File: src/rtl/bcd_mult_seq_if.sv
// Start/busy/done handshake and operand/result bus for the sequential BCD multiplier.
interface bcd_mult_seq_if #(
    parameter int unsigned NDIG = 2
);
    logic                  start;
    logic [4*NDIG-1:0]     a;
    logic [4*NDIG-1:0]     b;
    logic                  busy;
    logic                  done;
    logic                  invalid;
    logic [8*NDIG-1:0]     product;

    modport master (
        output start, a, b,
        input  busy, done, invalid, product
    );

    modport slave (
        input  start, a, b,
        output busy, done, invalid, product
    );
endinterface

File: src/rtl/bcd_mult_seq.sv
// Sequential NDIG-digit packed-BCD multiplier using digit-serial repeated BCD addition.
module bcd_mult_seq #(
    parameter int unsigned NDIG = 2
) (
    input  logic          clk,
    input  logic          rst_n,
    bcd_mult_seq_if.slave bus
);
    localparam int unsigned OW = 4 * NDIG;
    localparam int unsigned PW = 8 * NDIG;
    localparam int unsigned PD = 2 * NDIG;
    localparam int unsigned IW = (NDIG > 1) ? $clog2(NDIG) : 1;

    typedef enum logic [1:0] {
        IDLE,
        SHIFT,
        ADD
    } state_t;

    state_t          state, state_d;
    logic [OW-1:0]   a_q, a_d;
    logic [OW-1:0]   b_q, b_d;
    logic [PW-1:0]   acc, acc_d;
    logic [PW-1:0]   product, product_d;
    logic [3:0]      cnt, cnt_d;
    logic [IW-1:0]   idx, idx_d;
    logic            busy, busy_d;
    logic            done, done_d;
    logic            invalid, invalid_d;

    // True when any digit of an operand is outside 0..9.
    function automatic logic has_bad_digit(input logic [OW-1:0] v);
        logic bad;
        bad = 1'b0;
        for (int i = 0; i < int'(NDIG); i++) begin
            if (v[4*i +: 4] > 4'd9) bad = 1'b1;
        end
        return bad;
    endfunction

    // Digit-wise BCD add with +6 correction and rippled decimal carry; final carry is always 0.
    function automatic logic [PW-1:0] bcd_add(input logic [PW-1:0] x, input logic [PW-1:0] y);
        logic [PW-1:0] s;
        logic          c;
        logic [4:0]    d;
        s = '0;
        c = 1'b0;
        for (int i = 0; i < int'(PD); i++) begin
            d = 5'(x[4*i +: 4]) + 5'(y[4*i +: 4]) + 5'(c);
            if (d > 5'd9) begin
                d = d + 5'd6;
                c = 1'b1;
            end else begin
                c = 1'b0;
            end
            s[4*i +: 4] = d[3:0];
        end
        return s;
    endfunction

    // State and datapath registers.
    always_ff @(posedge clk or negedge rst_n) begin
        if (!rst_n) begin
            state   <= IDLE;
            a_q     <= '0;
            b_q     <= '0;
            acc     <= '0;
            product <= '0;
            cnt     <= '0;
            idx     <= '0;
            busy    <= 1'b0;
            done    <= 1'b0;
            invalid <= 1'b0;
        end else begin
            state   <= state_d;
            a_q     <= a_d;
            b_q     <= b_d;
            acc     <= acc_d;
            product <= product_d;
            cnt     <= cnt_d;
            idx     <= idx_d;
            busy    <= busy_d;
            done    <= done_d;
            invalid <= invalid_d;
        end
    end

    // Next-state and next-output logic; done defaults low so it pulses for one cycle.
    always_comb begin
        state_d   = state;
        a_d       = a_q;
        b_d       = b_q;
        acc_d     = acc;
        product_d = product;
        cnt_d     = cnt;
        idx_d     = idx;
        busy_d    = busy;
        done_d    = 1'b0;
        invalid_d = invalid;

        case (state)
            IDLE: begin
                if (bus.start) begin
                    a_d = bus.a;
                    b_d = bus.b;
                    if (has_bad_digit(bus.a) || has_bad_digit(bus.b)) begin
                        done_d    = 1'b1;
                        invalid_d = 1'b1;
                        product_d = '0;
                    end else begin
                        acc_d   = '0;
                        idx_d   = IW'(NDIG - 1);
                        busy_d  = 1'b1;
                        state_d = SHIFT;
                    end
                end
            end
            SHIFT: begin
                acc_d   = {acc[PW-5:0], 4'd0};
                cnt_d   = b_q[4*int'(idx) +: 4];
                state_d = ADD;
            end
            ADD: begin
                if (cnt != 4'd0) begin
                    acc_d = bcd_add(acc, PW'(a_q));
                    cnt_d = cnt - 4'd1;
                end else if (idx != '0) begin
                    idx_d   = idx - IW'(1);
                    state_d = SHIFT;
                end else begin
                    product_d = acc;
                    done_d    = 1'b1;
                    invalid_d = 1'b0;
                    busy_d    = 1'b0;
                    state_d   = IDLE;
                end
            end
            default: state_d = IDLE;
        endcase
    end

    assign bus.busy    = busy;
    assign bus.done    = done;
    assign bus.invalid = invalid;
    assign bus.product = product;
endmodule

File: src/flat_wrapper.sv
// flat-port wrapper written by rule: the top's interface ports become plain ports
module bcd_mult_seq_flat 
#(
    parameter int unsigned NDIG = 2
)
  (clk, rst_n, bus_start, bus_a, bus_b, bus_busy, bus_done, bus_invalid, bus_product);
  bcd_mult_seq_if #(.NDIG(NDIG)) bus_i ();
  input  logic clk;
  input  logic rst_n;
  input wire logic [$bits(bus_i.start)-1:0] bus_start;
  input wire logic [$bits(bus_i.a)-1:0] bus_a;
  input wire logic [$bits(bus_i.b)-1:0] bus_b;
  output wire logic [$bits(bus_i.busy)-1:0] bus_busy;
  output wire logic [$bits(bus_i.done)-1:0] bus_done;
  output wire logic [$bits(bus_i.invalid)-1:0] bus_invalid;
  output wire logic [$bits(bus_i.product)-1:0] bus_product;
  assign bus_i.start = bus_start;
  assign bus_i.a = bus_a;
  assign bus_i.b = bus_b;
  assign bus_busy = bus_i.busy;
  assign bus_done = bus_i.done;
  assign bus_invalid = bus_i.invalid;
  assign bus_product = bus_i.product;
  bcd_mult_seq #(.NDIG(NDIG)) u_core (.clk(clk), .rst_n(rst_n), .bus(bus_i));
endmodule
File: config.mk
export PLATFORM = sky130hd
export DESIGN_NAME = bcd_mult_seq_flat
export DESIGN_NICKNAME = d
export VERILOG_FILES = /design/src/rtl/bcd_mult_seq_if.sv /design/src/rtl/bcd_mult_seq.sv /design/src/flat_wrapper.sv
export SDC_FILE = /design/constraint.sdc
export NUM_CORES = 1
export LEC_CHECK = 0
export CAP_MARGIN = 15
export CORE_ASPECT_RATIO = 0.9
export CORE_UTILIZATION = 61
export CTS_BUF_LIST = sky130_fd_sc_hd__clkbuf_4 sky130_fd_sc_hd__clkbuf_8
export DETAILED_ROUTE_END_ITERATION = 8
export MAX_ROUTING_LAYER = met4
export PLACE_DENSITY = 0.85
export SLEW_MARGIN = 20
export SYNTH_ARGS = -nofsm -noshare
export SYNTH_HDL_FRONTEND = slang
export SYNTH_SLANG_ARGS = --single-unit
File: constraint.sdc
create_clock -name clk -period 18.3 [get_ports clk]
set_input_delay 3.66 -clock clk [delete_from_list [all_inputs] [get_ports clk]]
set_output_delay 3.66 -clock clk [all_outputs]
set_load 0.03 [all_outputs]
==> impl_metrics.csv, run 1 <==
group,metric,value,unit
logic_synthesis,synth-seq-cells,58,
detailed_routing,antenna_left,0,
clocking,cts.sinks,58,
detailed_routing,post_drt_wl_per_cell,15.6,µm
logic_synthesis,yosysWarningCount,0,
logic_synthesis,synth_compound_area_share,18.0,%
logic_synthesis,synth_top_family_by_area,"compound AO/OA/AOI/OAI gates",
global_route,grt_pass1_wl,12100,µm
logic_synthesis,ys_async_sr_fraction,100,%
clocking,clock-root-buffer,"clkbuf_8",
power_and_ir_drop,p_sw,290,µW
clocking,htreeDepth,3,
clocking,numCtsBuffers,9,
logic_synthesis,postSynthAreaPerCell,9.39,µm²
power_and_ir_drop,peakVddDrop,0.123,mV
sta,worst_pin_slew,0.725,ns
logic_synthesis,synth_xor_area_share,2.81,%
floorplanning,die_h,73.1,µm
placed_design,portBuffers,37,
sta,finalCritPeriodShare,35.9,%
power_and_ir_drop,p_leak,1.77,nW
worst_setup_path,cp.arrival,6.79,ns
logic_synthesis,syn_nets,408,
worst_setup_path,endpoint_kind,"flop",
clocking,post_cts_resized,0,
worst_setup_path,crit_family,"adder cells",
logic_synthesis,synth-seq-area-share,42.4,%
finish,most-common-layout-cells,"nand2_1 (65), dfrtp_1 (58), clkdlybuf4s50_1 (36), o21ai_0 (34), ha_1 (21)",
logic_synthesis,synthFlopType,"dfrtp_1",
placed_design,gp_congestion,0.886,
power_and_ir_drop,power_density,166,nW/µm²
worst_setup_path,slowest_delay,0.51,ns
clocking,insertion_delay,0.35,ns
clocking,postCtsSetupBuffers,0,
placed_design,dpl_worst_slack,11.76,ns
floorplanning,ios,38,
sta,finalWorstSetupSlack,11.73,ns
global_route,grt_pass1_vias,2558,
detailed_routing,wl,7290,µm
sta,period_needed,6.57,ns
logic_synthesis,synth_fa_ha_area_share,9.42,%
finish,layout-drive-gt1-share,10.8,%
finish,final_common_cell,"nand2_1",
global_route,grt_antenna_before_repair,0,
detailed_routing,vias,2753,
worst_setup_path,slowest_stage,"fa_1",
flow_run,cap_violations,0,
power_and_ir_drop,pwr-share-seq,31.3,%
worst_setup_path,crit_fanout,6,
logic_synthesis,synth-edff-count,0,
detailed_routing,routed_via_density,5.91,
detailed_routing,drcViolationCount,0,
floorplanning,core,5320,µm²
placed_design,hpwl,5030,µm
worst_setup_path,crit_path_start_kind,"flop",
finish,syn_to_final_growth,16.1,%
detailed_routing,first_pass_iters,4,
floorplanning,rows,25,
logic_synthesis,netlist_area,3430,µm²
clocking,postCtsHoldBufs,0,
sta,finalSetupViolations,0,
finish,fin_nets,438,
logic_synthesis,yosys.cell_types.count,48,
global_route,track_usage,28.7,%
worst_hold_path,hold_class,"flop to flop",
sta,fin_skew,0.00647,ns
power_and_ir_drop,intPower,371,µW
worst_setup_path,crit_buf_inv,2,
worst_setup_path,critPathKind,"flop to flop",
finish,insertedDiodeCount,0,
floorplanning,start_util,64.4,%
sta,relSlewSlack,51.6,%
power_and_ir_drop,switching_share,43.8,%
clocking,cts_tree,"yes",
logic_synthesis,synth-simple-area-share,14.8,%
logic_synthesis,synthMuxAreaShare,7.92,%
worst_setup_path,worstPathRequired,18.53,ns
floorplanning,die_w,81.0,µm
floorplanning,dieArea,5920,µm²
sta,fin_setup_tns,0,ns
clocking,clk_pin_slew,0.06,ns
global_route,grt_max_degree,59,
status,status,"finished, final reports clean",
power_and_ir_drop,pwr-share-comb,51.7,%
finish,fillCellCount,383,
sta,timing.hold.ws,0.479,ns
sta,rsz0062_at_grt,"false",
sta,hold_viol,0,
clocking,clockBufferDepth,2,
power_and_ir_drop,p_clk_share,17.0,%
sta,drv_slew,0,
logic_synthesis,syn_inst,365,
detailed_routing,first_iter_violations,209,
sta,fmax,0.152,GHz
global_route,grt-ovfl-total,0,
==> cells by family (layout without fill, tap and decap cells) <==
logic type,after synthesis,in the layout
simple gates,111,111
compound gates,101,101
xor+xnor,11,11
flops,58,58
buf+inv,35,69
mux,25,25
fa+ha+maj,24,24
==> power by group through the flow <==
| stage | clock network [mW] | logic (mW) | registers, mW |
|---|---|---|---|
| floorplan | 0 | 0.271 | 0.201 |
| global placement | 0 | 0.319 | 0.205 |
| detailed placement | 0 | 0.337 | 0.208 |
| CTS | 0.115 | 0.340 | 0.206 |
| global route | 0.119 | 0.381 | 0.212 |
| finish | 0.112 | 0.342 | 0.207 |
==> tightest hold or removal path, stage by stage (launching register included) <==
cell     delay (ns)
dfrtp_1        0.34
nand2_1        0.05
o21ai_1        0.06
==> state kept, by name, summed over array words and instances (netlist names) <==
name                cells
u_core.acc             16
u_core.bus.busy         1
u_core.state            2
u_core.bus.done         1
u_core.bus.invalid      1
u_core.b_q              8
u_core.cnt              4
u_core.bus.product     16
u_core.a_q              8
u_core.idx              1
==> per-stage QoR <==
step,instance area (µm²),util [%],power (mW),std cells
floorplan,3430,-,0.472,365
global placement,3790,71.2,0.524,451
detailed placement,3790,71.2,0.544,451
CTS,3980,74.8,0.661,466
global route,3980,74.8,0.712,466
finish,3980,74.8,0.661,466
==> worst paths after layout <==
kind / startpoint / endpoint / slack, ns / cells after the start
max: u_core.acc[0] / u_core.acc[13] / 11.73 / 28
min: u_core.bus.product[9] / u_core.bus.product[9] / 0.48 / 2
max reg2reg: u_core.acc[0] / u_core.acc[13] / 11.73 / 28
min reg2reg: u_core.bus.product[9] / u_core.bus.product[9] / 0.48 / 2
max in group asynchronous: rst_n / u_core.bus.invalid / 14.37 / 2
min in group asynchronous: rst_n / u_core.bus.product[5] / 3.45 / 2
==> layout make-up <==
class / instances / area [µm²] / area share (%)
multi-input cells: 272 / 1820 / 45.7
flip-flops and latches: 58 / 1450 / 36.5
repair buffers: 39 / 380 / 9.56
clock buffers: 13 / 179 / 4.50
well taps: 67 / 83.8 / 2.11
inverters: 15 / 56.3 / 1.42
clock inverters: 2 / 10.0 / 0.252
==> synthesized netlist by cell type (all sizes together) (3+ instances only) <==
master | n | area [µm²]
o21ai | 51 | 263
nand2 | 66 | 250
and2 | 3 | 18.8
ha | 21 | 263
mux2i | 8 | 80.1
nor2 | 9 | 33.8
xor2 | 5 | 43.8
o211ai | 4 | 30.0
a221o | 4 | 40.0
nand3 | 7 | 35.0
o22ai | 5 | 31.3
nor3 | 4 | 20.0
xnor2 | 6 | 52.6
fa | 3 | 60.1
mux2 | 17 | 191
buf | 8 | 57.6
a21oi | 17 | 88.8
and3 | 7 | 43.8
a22oi | 3 | 22.5
dfrtp | 58 | 1450
nand2b | 3 | 18.8
nand3b | 3 | 22.5
clkbuf | 12 | 45.0
inv | 15 | 56.3
a21o | 6 | 45.0
==> routing by layer <==
metal	wire (µm)	part of all wire (%)	vias to the layer above	GRT usage (%)
li1	-	-	1344	-
met1	3230	44	1314	36.7
met2	3530	48	78	43.1
met3	363	5.0	17	7.75
met4	157	2.2	0	11.7
met5	0	0	-	-
Note: power is estimated with default switching activity, not from simulation.
==> run 2, diff against run 1 <==
--- a/config.mk
+++ b/config.mk
@@ -7,11 +7,11 @@
 export LEC_CHECK = 0
 export CAP_MARGIN = 15
 export CORE_ASPECT_RATIO = 0.9
-export CORE_UTILIZATION = 61
+export CORE_UTILIZATION = 53
 export CTS_BUF_LIST = sky130_fd_sc_hd__clkbuf_4 sky130_fd_sc_hd__clkbuf_8
 export DETAILED_ROUTE_END_ITERATION = 8
 export MAX_ROUTING_LAYER = met4
-export PLACE_DENSITY = 0.85
+export PLACE_DENSITY = 0.79
 export SLEW_MARGIN = 20
 export SYNTH_ARGS = -nofsm -noshare
 export SYNTH_HDL_FRONTEND = slang
==> constraint.sdc (replaced) <==
create_clock -name clk -period 5.85 [get_ports clk]
set_input_delay 1.17 -clock clk [delete_from_list [all_inputs] [get_ports clk]]
set_output_delay 1.17 -clock clk [all_outputs]
set_load 0.03 [all_outputs]
==> run 2 against run 1 <==
Against the previous run: critical path depth shrank 1; critical endpoint unchanged; largest cell class unchanged; non-clock buffer count up 12; design area is 5.5% higher; clock-buffer cell count decreased by 2; largest power group unchanged; sequential share of layout area decreased by 1.9 points; wire length shrank 2.7%; register-to-register slack worse by 11 ns; hold slack got worse by 0.0070 ns; first-iteration DRC count shrank 30%; die area increased by 15%.
==> impl_metrics.csv, run 2 (synthesis gave the netlist of run 1 again) <==
group,metric,value,unit
clocking,cts_tree,"yes",
sta,period_needed,5.49,ns
clocking,clockBufferDepth,2,
placed_design,gp_congestion,0.943,
clocking,cts.sinks,58,
sta,fin_skew,0.00737,ns
sta,timing.hold.ws,0.472,ns
worst_setup_path,crit_top_cell,"ha_2",
global_route,grt_pass1_vias,2612,
floorplanning,die_h,78.3,µm
power_and_ir_drop,power,2.25,mW
worst_hold_path,hold_class,"flop to flop",
worst_setup_path,critPathKind,"flop to flop",
power_and_ir_drop,p_leak,1.84,nW
worst_hold_path,hold_end,"u_core.bus.product[14]",
detailed_routing,routed_via_density,5.51,
worst_setup_path,r2r_start,"u_core.acc[0]",
global_route,grt_antenna_before_repair,0,
finish,syn_to_final_growth,22.5,%
global_route,grt-ovfl-total,0,
floorplanning,core,6180,µm²
power_and_ir_drop,power_density,536,nW/µm²
worst_setup_path,timing.rr.end,"u_core.acc[13]",
clocking,insertion_delay,0.34,ns
floorplanning,ios,38,
sta,fmax,0.182,GHz
sta,worst_pin_slew,0.730,ns
detailed_routing,vias,2749,
detailed_routing,drcViolationCount,0,
detailed_routing,antenna_left,0,
worst_setup_path,crit_buf_inv,2,
worst_setup_path,cp.depth,27,
floorplanning,dieArea,6790,µm²
finish,most-common-layout-cells,"nand2_1 (65), dfrtp_1 (58), clkdlybuf4s50_1 (36), o21ai_0 (30)",
detailed_routing,post_drt_wl_per_cell,14.2,µm
detailed_routing,wl,7090,µm
sta,hold_viol,0,
clocking,postCtsHoldBufs,0,
global_route,grt_max_degree,59,
placed_design,hpwl,4820,µm
worst_setup_path,crit_family,"adder cells",
detailed_routing,first_pass_iters,5,
clocking,htreeDepth,3,
sta,relSlewSlack,51.3,%
finish,final_common_cell,"nand2_1",
sta,drv_slew,0,
worst_setup_path,endpoint_kind,"flop",
worst_setup_path,r2r_setup_slack,0.36,ns
clocking,clock-root-buffer,"clkbuf_8",
finish,reg.largest.list,"u_core.acc (16), u_core.bus.product (16)",
worst_setup_path,crit_path_start_kind,"flop",
worst_setup_path,slowest_stage,"fa_2",
finish,fin_nets,450,
flow_run,cap_violations,0,
finish,fillCellCount,469,
power_and_ir_drop,peakVddDrop,0.351,mV
global_route,grt_pass1_wl,12200,µm
worst_setup_path,slowest_delay,0.57,ns
status,status,"finished, final reports clean",
floorplanning,start_util,55.4,%
sta,finalSetupViolations,0,
floorplanning,rows,27,
worst_setup_path,crit_fanout,5,
worst_setup_path,rr_worst_depth,27,
worst_setup_path,cp.arrival,5.72,ns
clocking,clk_pin_slew,0.07,ns
worst_hold_path,holdPathStages,2,
worst_setup_path,worstPathRequired,6.08,ns
clocking,numCtsBuffers,9,
worst_hold_path,min_from,"u_core.bus.product[14]",
floorplanning,die_w,86.8,µm
finish,insertedDiodeCount,0,
detailed_routing,first_iter_violations,147,
global_route,track_usage,24.2,%
sta,finalCritPeriodShare,93.9,%
placed_design,portBuffers,37,
finish,layout-drive-gt1-share,16.7,%
[run 2: worst max path at each step]
stage                        from              to  slack, ns
global route        u_core.acc[0]  u_core.acc[13]      -0.02
detailed placement  u_core.acc[0]  u_core.acc[13]      -0.32
CTS                 u_core.acc[0]  u_core.acc[13]       0.01
global placement    u_core.acc[0]  u_core.acc[13]       0.03
floorplan           u_core.acc[0]  u_core.acc[13]       0.04
finish              u_core.acc[0]  u_core.acc[13]       0.36
[run 2: metrics by stage]
step / area, µm² / worst slack, ns / util (%) / cells / TNS [ns]
finish: 4200 / 0.358 / 67.9 / 499 / 0
global route: 4200 / -0.0169 / 67.9 / 499 / -0.0169
CTS: 4150 / 0.0129 / 67.1 / 496 / 0
detailed placement: 3880 / -0.323 / 62.8 / 478 / -0.601
global placement: 3880 / 0.0299 / 62.8 / 478 / 0
floorplan: 3440 / 0.0360 / - / 365 / 0
[run 2: cell type report]
cell class	count	area, µm²	share of cell area, %
clock buffers	11	145	3.46
clock inverters	5	77.6	1.85
inverters	15	56.3	1.34
multi-input cells	272	1890	45.0
flip-flops and latches	58	1450	34.6
well taps	87	109	2.59
repair buffers	51	470	11.2
[run 2: layer usage]
layer  wire length, µm  vias up  track usage, %  share of wire, %
li1                  -     1368               -                 -
met1              3380     1298            31.5                48
met2              3320       70            36.8                47
met3               297       13            6.62               4.2
met4                85        0            7.83               1.2
met5                 0        -               -                 0
[run 2: worst register-to-register path: stages (launching register included)]
cell	delay, ns
dfrtp_1	0.37
ha_1	0.18
inv_1	0.06
fa_2	0.57
ha_2	0.21
inv_1	0.05
o21ai_2	0.17
o21ai_2	0.10
fa_2	0.38
fa_2	0.36
a21o_1	0.18
a21oi_1	0.19
o21ai_1	0.12
ha_2	0.21
ha_4	0.29
o21ai_0	0.07
or2_2	0.32
a2bb2oi_4	0.17
ha_2	0.19
nand2_1	0.08
xor2_2	0.17
ha_2	0.24
nand2b_4	0.09
o21ai_0	0.07
nor3_1	0.20
a21oi_1	0.06
a32oi_1	0.19
o21ai_1	0.08
[run 2: what timing repair did]
| action | 4_1_cts | 5_1_grt |
|---|---|---|
| setup endpoints to repair | 3 | 3 |
| pin swaps | 2 | 8 |
| buffers inserted | 2 | 3 |
| gates resized for setup | 8 | 7 |
[run 2: where the power goes]
part	internal, mW	leakage (nW)	switching (mW)
Combinational	0.528	0.982	0.670
Clock	0.254	0.113	0.157
Sequential	0.525	0.743	0.117
Total	1.31	1.84	0.944
==> run 3, diff against run 2 <==
--- a/config.mk
+++ b/config.mk
@@ -6,10 +6,11 @@
 export NUM_CORES = 1
 export LEC_CHECK = 0
 export CAP_MARGIN = 15
-export CORE_ASPECT_RATIO = 0.9
+export CORE_ASPECT_RATIO = 0.7
 export CORE_UTILIZATION = 53
 export CTS_BUF_LIST = sky130_fd_sc_hd__clkbuf_4 sky130_fd_sc_hd__clkbuf_8
 export DETAILED_ROUTE_END_ITERATION = 8
+export GPL_ROUTABILITY_DRIVEN = 1
 export MAX_ROUTING_LAYER = met4
 export PLACE_DENSITY = 0.79
 export SLEW_MARGIN = 20
==> run 3 against run 2 <==
Against the previous run: the flow now finishes with violations (design-rule violations); hold slack gained 0.0090 ns; global-route usage shrank 0.28 points; sequential share of layout area is essentially flat; largest cell class unchanged; design area is essentially flat; clock-buffer cell count is the same; critical path type unchanged; critical path depth grew 1.
==> impl_metrics.csv, run 3 (synthesis gave the netlist of run 1 again) <==
group,metric,value,unit
worst_hold_path,hold_class,"flop to flop",
clocking,htreeDepth,3,
sta,period_needed,5.53,ns
global_route,grt_pass1_vias,2624,
worst_setup_path,worstPathRequired,6.07,ns
detailed_routing,post_drt_wl_per_cell,15.0,µm
floorplanning,core,6250,µm²
status,status,"finished, violations left",
worst_hold_path,holdPathStages,2,
global_route,track_usage,23.9,%
worst_setup_path,crit_buf_inv,2,
clocking,numCtsBuffers,9,
finish,final_common_cell,"nand2_1",
clocking,clk_pin_slew,0.07,ns
power_and_ir_drop,power_density,537,nW/µm²
detailed_routing,wl,7310,µm
finish,final_cells,489,
detailed_routing,first_iter_violations,173,
status,failed_checks,"design-rule violations",
clocking,cts.sinks,58,
floorplanning,dieArea,6800,µm²
worst_setup_path,crit_fanout,5,
placed_design,dpl_cell_area,3870,µm²
global_route,grt_pass1_wl,12400,µm
worst_setup_path,critPathKind,"flop to flop",
worst_hold_path,min_from,"u_core.bus.product[15]",
worst_setup_path,crit_path_start_kind,"flop",
sta,finalCritPeriodShare,94.5,%
global_route,grt_antenna_before_repair,0,
clocking,postCtsHoldBufs,0,
global_route,grt_max_degree,59,
floorplanning,die_h,69.3,µm
power_and_ir_drop,power,2.25,mW
power_and_ir_drop,p_leak,1.84,nW
finish,reg.largest.list,"u_core.acc (16), u_core.bus.product (16)",
finish,fin_area,4200,µm²
finish,seq_area,1450,µm²
floorplanning,start_util,54.9,%
placed_design,gp_congestion,0.868,
finish,fillCellCount,484,
finish,insertedDiodeCount,0,
finish,fin_nets,449,
floorplanning,rows,24,
detailed_routing,antenna_left,0,
worst_setup_path,endpoint_kind,"flop",
placed_design,placedCellCount,469,
detailed_routing,drcViolationCount,2,
sta,finalSetupViolations,0,
flow_run,cap_violations,0,
worst_setup_path,crit_family,"adder cells",
floorplanning,die_w,98.1,µm
worst_setup_path,cp.arrival,5.75,ns
placed_design,hpwl,5160,µm
floorplanning,ios,38,
clocking,insertion_delay,0.34,ns
worst_setup_path,timing.rr.end,"u_core.acc[13]",
finish,multi_input_area,1910,µm²
worst_setup_path,slowest_delay,0.41,ns
sta,drv_slew,0,
worst_setup_path,slowest_stage,"fa_2",
placed_design,portBuffers,37,
sta,relSlewSlack,51.2,%
power_and_ir_drop,peakVddDrop,0.332,mV
worst_hold_path,hold_end,"u_core.bus.product[15]",
sta,worst_pin_slew,0.731,ns
finish,syn_to_final_growth,22.5,%
sta,fin_skew,0.00621,ns
detailed_routing,first_pass_iters,6,
finish,most-common-layout-cells,"nand2_1 (65), dfrtp_1 (58), clkdlybuf4s50_1 (36), o21ai_0 (28), o21ai_1 (20)",
sta,fmax,0.181,GHz
finish,final_util,67.2,%
finish,layout-drive-gt1-share,17.3,%
worst_setup_path,r2r_start,"u_core.a_q[0]",
worst_setup_path,r2r_setup_slack,0.32,ns
clocking,cts_tree,"yes",
global_route,grt-ovfl-total,0,
sta,hold_viol,0,
detailed_routing,vias,2810,
clocking,clock-root-buffer,"clkbuf_8",
worst_setup_path,rr_worst_depth,28,
clocking,clockBufferDepth,2,
detailed_routing,routed_via_density,5.75,
## run 3: repair_timing
action,CTS,global route
setup endpoints to repair,1,3
pin swaps,3,4
setup buffers,2,2
hold endpoints to repair,0,0
gates resized for setup,4,16
## run 3: worst reg2reg max path: cells and delay by family (launching register included)
| family | cells | cell delay, ns |
|---|---|---|
| AND/OR/NAND/NOR | 4 | 0.69 |
| buffers and inverters | 2 | 0.12 |
| adder cells (fa/ha/maj) | 9 | 2.47 |
| flip-flops | 1 | 0.36 |
| XOR/XNOR | 2 | 0.37 |
| AO/OA/AOI/OAI | 11 | 1.41 |
## run 3: layout make-up
cell class | instances | area share, %
Inverter | 15 | 1.34
Multi-Input combinational cell | 272 | 45.4
Sequential cell | 58 | 34.6
Tap cell | 78 | 2.33
Clock inverter | 5 | 1.85
Clock buffer | 11 | 3.46
Timing Repair Buffer | 50 | 11.0
## run 3: where the power goes
group / switching, mW / internal (mW) / total [mW]
registers: 0.122 / 0.525 / 0.647
clock network: 0.160 / 0.255 / 0.415
logic: 0.667 / 0.523 / 1.19
total: 0.949 / 1.30 / 2.25
## run 3: how the worst max path moves through the flow
| stage | start | end | slack [ns] | cells after the start |
|---|---|---|---|---|
| 5_1_grt | u_core.a_q[0] | u_core.acc[13] | -0.03 | 28 |
| 3_5_place_dp | u_core.a_q[0] | u_core.acc[13] | -0.20 | 28 |
| 3_3_place_gp | u_core.acc[0] | u_core.acc[13] | 0.10 | 28 |
| 2_1_floorplan | u_core.acc[0] | u_core.acc[13] | 0.04 | 28 |
| 6_report | u_core.a_q[0] | u_core.acc[13] | 0.32 | 28 |
| 4_1_cts | u_core.a_q[0] | u_core.acc[13] | 0.04 | 28 |
## run 3: per-stage QoR
stage	hold slack, ns	setup WS [ns]	TNS [ns]
2_1_floorplan	0.479	0.0360	0
3_3_place_gp	0.460	0.105	0
3_5_place_dp	0.474	-0.203	-0.203
4_1_cts	0.488	0.0431	0
5_1_grt	0.512	-0.0265	-0.0265
6_report	0.481	0.322	0
## run 3: metal layers
layer | global-route usage, % | part of all wire (%)
met5 | - | 0
met4 | 6.57 | 1.6
met3 | 7.16 | 6.1
met2 | 35.4 | 46
met1 | 32.0 | 46
